`config.mk`:
```
export PLATFORM = sky130hd
export DESIGN_NAME = regfile_2r1w
export DESIGN_NICKNAME = d
export VERILOG_FILES = /design/src/rtl/core_pkg.sv /design/src/rtl/regfile_rd_port.sv /design/src/rtl/regfile_2r1w.sv
export SDC_FILE = /design/constraint.sdc
export NUM_CORES = 2
export LEC_CHECK = 0
export ABC_AREA = 0
export BUFFER_PORTS_ARGS = -buffer_cell sky130_fd_sc_hd__buf_4
export CORE_AREA = 5 5 315 317
export CTS_BUF_LIST = sky130_fd_sc_hd__clkbuf_8
export DETAILED_ROUTE_END_ITERATION = 10
export DIE_AREA = 0 0 320 322
export GPL_ROUTABILITY_DRIVEN = 0
export PLACE_DENSITY = 0.82
export SYNTH_ARGS = -nofsm -noshare
export SYNTH_HDL_FRONTEND = slang
export SYNTH_SLANG_ARGS = --single-unit
```
`constraint.sdc`:
```
create_clock -name clk -period 5.5 [get_ports clk]
set_input_delay 0.825 -clock clk [delete_from_list [all_inputs] [get_ports clk]]
set_output_delay 0.825 -clock clk [all_outputs]
set_load 0.1 [all_outputs]
```
`src/rtl/core_pkg.sv`:
```
// rtl/core_pkg.sv - shared integer-core widths, types and constants
package core_pkg;

  localparam int XLEN       = 32;
  localparam int REG_ADDR_W = 5;
  localparam int NUM_REGS   = 32;

  typedef logic [REG_ADDR_W-1:0] reg_addr_t;
  typedef logic [XLEN-1:0]       xdata_t;

  localparam reg_addr_t REG_ZERO = 5'd0;

endpackage

```
`src/rtl/regfile_rd_port.sv`:
```
// rtl/regfile_rd_port.sv - one combinational register-file read port
module regfile_rd_port
  import core_pkg::*;
#(
  parameter int DATA_W    = XLEN,
  parameter int ADDR_W    = REG_ADDR_W,
  parameter int NUM_REGS  = core_pkg::NUM_REGS,
  parameter int BYPASS_EN = 1
) (
  input  logic                             rst_n,
  input  logic [ADDR_W-1:0]                rd_addr_i,
  input  logic                             wr_en_i,
  input  logic [ADDR_W-1:0]                wr_addr_i,
  input  logic [DATA_W-1:0]                wr_data_i,
  input  logic [NUM_REGS-1:0][DATA_W-1:0]  regs_i,
  output logic [DATA_W-1:0]                rd_data_o
);

  logic addr_zero;
  logic bypass_hit;

  assign addr_zero  = (rd_addr_i == '0);
  // Write-before-read: an ID read of the register being written back sees the new value
  assign bypass_hit = (BYPASS_EN != 0) && wr_en_i && (wr_addr_i == rd_addr_i)
                      && (wr_addr_i != '0) && rst_n;

  always_comb begin
    rd_data_o = regs_i[rd_addr_i];
    if (addr_zero) begin
      rd_data_o = '0;
    end else if (bypass_hit) begin
      rd_data_o = wr_data_i;
    end
  end

endmodule

```
`src/rtl/regfile_2r1w.sv`:
```
// rtl/regfile_2r1w.sv - 32x32 integer register file, two read ports, one write port
module regfile_2r1w
  import core_pkg::*;
#(
  parameter int DATA_W    = XLEN,
  parameter int ADDR_W    = REG_ADDR_W,
  parameter int NUM_REGS  = core_pkg::NUM_REGS,
  parameter int BYPASS_EN = 1
) (
  input  logic              clk,
  input  logic              rst_n,
  input  logic [ADDR_W-1:0] rs1_addr,
  input  logic [ADDR_W-1:0] rs2_addr,
  output logic [DATA_W-1:0] rs1_data,
  output logic [DATA_W-1:0] rs2_data,
  input  logic              wr_en,
  input  logic [ADDR_W-1:0] wr_addr,
  input  logic [DATA_W-1:0] wr_data,
  input  logic [ADDR_W-1:0] dbg_addr,
  output logic [DATA_W-1:0] dbg_data
);

  logic [NUM_REGS-1:0][DATA_W-1:0] regs_q;
  logic [NUM_REGS-1:0][DATA_W-1:0] regs_d;

  // Entry 0 is never written, so it stays at its reset value of zero
  always_comb begin
    regs_d = regs_q;
    if (wr_en && (wr_addr != '0)) begin
      regs_d[wr_addr] = wr_data;
    end
  end

  always_ff @(posedge clk or negedge rst_n) begin
    if (!rst_n) begin
      regs_q <= '0;
    end else begin
      regs_q <= regs_d;
    end
  end

  regfile_rd_port #(
    .DATA_W    (DATA_W),
    .ADDR_W    (ADDR_W),
    .NUM_REGS  (NUM_REGS),
    .BYPASS_EN (BYPASS_EN)
  ) u_rs1_port (
    .rst_n     (rst_n),
    .rd_addr_i (rs1_addr),
    .wr_en_i   (wr_en),
    .wr_addr_i (wr_addr),
    .wr_data_i (wr_data),
    .regs_i    (regs_q),
    .rd_data_o (rs1_data)
  );

  regfile_rd_port #(
    .DATA_W    (DATA_W),
    .ADDR_W    (ADDR_W),
    .NUM_REGS  (NUM_REGS),
    .BYPASS_EN (BYPASS_EN)
  ) u_rs2_port (
    .rst_n     (rst_n),
    .rd_addr_i (rs2_addr),
    .wr_en_i   (wr_en),
    .wr_addr_i (wr_addr),
    .wr_data_i (wr_data),
    .regs_i    (regs_q),
    .rd_data_o (rs2_data)
  );

  // Debug peek shows stored state only, never the in-flight write
  assign dbg_data = regs_q[dbg_addr];

  a_wr_known : assert property (@(posedge clk) disable iff (!rst_n)
    wr_en |-> !$isunknown({wr_addr, wr_data}));

endmodule

```
After elaboration in Yosys (flattened, before gate mapping) --
Cells that the tools add are included.
Word-level totals: flip-flop bits (word level) 1024, output and inout bits 96
Operators by class: eq/ne operators 2, multiplexer cells 13, reductions and logical operators 11, $lt $le $gt $ge 5
Operators with widths (number):
- $bwmux W1024 | 1
- $bmux W32 S5 | 3
- $mux W32 | 8
- $demux W32 S5 | 1
- $lt A5 B6 Y1 const B | 4
- $eq A5 B5 Y1 | 2
- $logic_not A5 Y1 | 2
- $logic_and A1 B1 Y1 | 8
- $ge A5 B1 Y1 const B | 1
- $reduce_bool A5 Y1 | 1

Depth between registers and ports, before layout --
depth after elaboration 6, depth in mapped cells 10

Cells and area by module --
A second synthesis with hierarchy kept.
Unflattened totals: cells, all modules 5031, area total of the unflattened synthesis 63990.1 µm²
By module, submodules not included:
- regfile_2r1w | instances 1, area each 46768.6 µm², cells an instance 3451
- regfile_rd_port | instances 2, area each 8610.8 µm², cells an instance 790

Least setup slack after synthesis --
OpenSTA, ideal clock, no wires.
kind input to output, start input port wr_addr[2], end output port rs1_data[10], path buffers 2, arrival time 4.423 ns, slack 0.252 ns, stages on the path 7, cells stage by stage buf_2 nor3_1 a21o_1 nor4_2 buf_2 nor3_1 a211oi_1
On the way: word-level cells in the longest chain between the ends 6
RTL lines:
- start, declared | line regfile_2r1w.sv:17 | input logic [ADDR_W-1:0] wr_addr,
- $eq A5 B5 Y1 | line regfile_rd_port.sv:24 | assign bypass_hit = (BYPASS_EN != 0) && wr_en_i && (wr_addr_i == rd_addr_i)
- $logic_and A1 B1 Y1 | line regfile_rd_port.sv:24
- $logic_and A1 B1 Y1 * (2 in series) | line regfile_rd_port.sv:25 | && (wr_addr_i != '0) && rst_n;
- $mux W32 * | line regfile_rd_port.sv:31 | end else if (bypass_hit) begin
- $mux W32 * | line regfile_rd_port.sv:29 | if (addr_zero) begin
- end, declared | line regfile_2r1w.sv:14 | output logic [DATA_W-1:0] rs1_data,
Mark *: on every way between the ends. The rest lies on a longest branch, timed or not.

Worst setup path after layout --
start input port rst_n, end output port rs1_data[11]
On the way: word-level cells in the longest chain between the ends 3
RTL lines:
- start, declared | line regfile_2r1w.sv:11 | input logic rst_n,
- $logic_and A1 B1 Y1 | line regfile_rd_port.sv:25
- $mux W32 | line regfile_rd_port.sv:31
- $mux W32 | line regfile_rd_port.sv:29
Every way passes these cells.

==> metrics <==
P_int 15.96 mW; hold path depth 2; Yosys cell types 48; CTS Root Cell clkbuf_8; fin util 70.30%; global-route usage over all layers 42.82%; Crit Path Max Fanout 49; Die H 322 µm; setup TNS 0 ps; # fillers 6232; slew of the pin with the lowest slew margin 1432 ps; synth top area cells dfrtp_1 (42%), mux4_2 (24%), mux2_2 (12%); Critical R2R Launch regs_q[812]; fmax 194.4 MHz; reg-to-reg slack, setup 4630 ps; Crit-path slowest cell a211oi_1; post-CTS sizing 0; max reg flops 1024; Crit. End Element primary output; Comb pwr share 28.2%; Biggest register regs_q; final setup fails 0; CP peak stage delay 840 ps; Max Buffers Root-to-Sink 3; global-route wire length before repair 326300 µm; Worst-path clk slew 60 ps; routed wire length 221300 µm; multi-input gate area in the final layout 33970 µm²; Peak VDD IR 0.0002588 V; CTS tree done; Mapped Cells 4900; Synth Register Bits 1024; vias per inst 7.897; post-synth net total 4955; top cells by instance count after synthesis dfrtp_1 (1024), mux4_2 (669), mux2_2 (641), nand2_1 (520), o21ai_0 (483); Layout Area Growth over Synthesis 9.390%; PwrDens 360.0 nW/µm²; Clock Latency Late Sink 870 ps; min cycle time layout 5144 ps; row count 114; ys async rst share 100.0%; port buffer count 150; RSZ-0062 raised after global routing no; main flop type after synthesis dfrtp_1; Synth warnings 0; sequential area share after synthesis 41.53%; count leader, synth dfrtp_1; sequential power share 42.8%; Max-Slew Margin vs Limit 4.325%; H-tree depth 4; post-DR wirelength/cell 35.45 µm; drt drc 0; Setup crit start kind input port; status finished, final reports clean; total CTS buffers 169; Critical Path RT 4680 ps; Max Slew Vio Count 0; share of the synthesized area in the top cell type 41.53%; number of flops mapped to enable cells by yosys 0; clock skew 0 ps; period utilization 93.53%; total gr overflow 0; share of cells above drive strength 1 38.90%; hold violation total from the final report 0; largest net degree at the start of global routing 173; hold buffer count at cts 1; DRT antenna net count 0; Mapped Area 61700 µm²; initial antenna violation count 15; dpl hpwl 129100 µm; Detailed Routing Iterations Pass 1 6; # clock sinks 1024; Crit Path Category in2out; Placeable Area 95990 µm²; vias in the first global route 49385; via count 49292; crit path cell chain dlygate4sd3_1, buf_8, nand2_1, a21o_1, nor4_4, buf_12, nor3_1, a211oi_1, buf_4; max_cap viols 0; Largest regs regs_q: 1024 flops; # Post-CTS Setup Buffers 0; FF-to-FF End regs_q[812]; Net Sw Power 8.336 mW; Starting Density 64.27%; worst min-delay path startpoint wr_data[1]; Synth area leader dfrtp_1; Reg2Reg Depth 1; Syn Area/Cell 12.59 µm²; die width 320 µm; Worst Path Arrival 4320 ps; switching share of power 34.31%; First DRT Iteration DRCs 8682; FF+latch area 25620 µm²; Hold Worst Slack 347.2 ps; final layout net count 4877; Lkg Pwr 28.89 nW; Hold Crit Class in2reg; Worst Hold Endpoint regs_q[993]; number of I/O pins 151; die area 103000 µm²; Clock power frac 29.0%
==> cells by family after synthesis <==
logic type / synth area share, %
AOI/OAI and AO/OA: 8.808
DFF: 41.53
xor gates and xnor gates: 0.1420
buffers and inverters: 3.900
muxes: 39.46
and+or+nand+nor: 6.153
==> power groups by stage <==
stage          combinational, mW  sequential, mW  clock [mW]
2_1_floorplan               5.15            9.94           0
3_3_place_gp                6.51            10.2           0
3_5_place_dp                6.69            10.4           0
4_1_cts                     6.73            10.3        7.02
5_1_grt                     7.18            10.5        7.38
6_report                    6.86            10.4        7.04
==> stage by stage <==
step | setup slack, ps | area (µm²) | total power [mW] | std cells
floorplan | 252.1 | 61700 | 15.08 | 4900
finish | 356.0 | 67490 | 24.30 | 6242
CTS | 541.9 | 67460 | 24.04 | 6232
detailed placement | 768.3 | 63930 | 17.10 | 5926
global placement | 700.7 | 63930 | 16.76 | 5926
global route | 386.7 | 67470 | 25.10 | 6233
==> cell type report <==
type	instances	share of cell area (%)
antenna	10	0.03708
clock buffer	222	4.527
clock inverter	83	0.6897
inverter	33	0.1835
multi-input combinational	3298	50.33
sequential	1024	37.97
tap	1276	2.366
timing repair buffer	296	3.899
==> cells in the final DEF, fill, tap and decap left out, types with 12 or more instances in the layout <==
cell      instances
a211oi_1         68
a21oi_1          37
a221o_1          27
a22oi_1          55
a31oi_1          24
buf_12           28
buf_4           259
clkbuf_8        222
clkinv_2         15
dfrtp_1        1024
inv_1            90
mux2_2          641
mux2i_1         206
mux4_2          669
nand2_1         502
nand2_4          12
nand3_1          48
nor2_1           99
nor2_4           18
nor2b_1          42
nor3_1          102
o211ai_1         15
o21ai_0         483
o221a_2          20
o221ai_1         29
o22ai_1          93
or3_1            20
==> worst max-delay path by stage <==
stage,from,endpoint,depth (start not counted)
finish,rst_n,rs1_data[11],9
global route,rst_n,rs2_data[14],9
floorplan,wr_addr[2],rs1_data[10],7
global placement,rs1_addr[0],rs1_data[11],8
CTS,rst_n,rs1_data[13],10
detailed placement,rs1_addr[0],rs1_data[11],8
==> layer usage <==
| layer | global-route usage (%) | up-vias | wire, µm |
|---|---|---|---|
| met2 | 56.81 | 4776 | 89120 |
| met3 | 21.99 | 1361 | 39480 |
| met4 | 29.53 | 10 | 19850 |
| met1 | 54.64 | 24447 | 72740 |
| met5 | 0.2315 | - | 86 |
| li1 | - | 18698 | - |
==> worst max-delay path: cells and delay by family <==
family	cells	cell delay, ps
compound gates	2	1050
simple gates	3	610
buf+inv	4	1690
No activity file was read; power rests on OpenSTA's default activity.
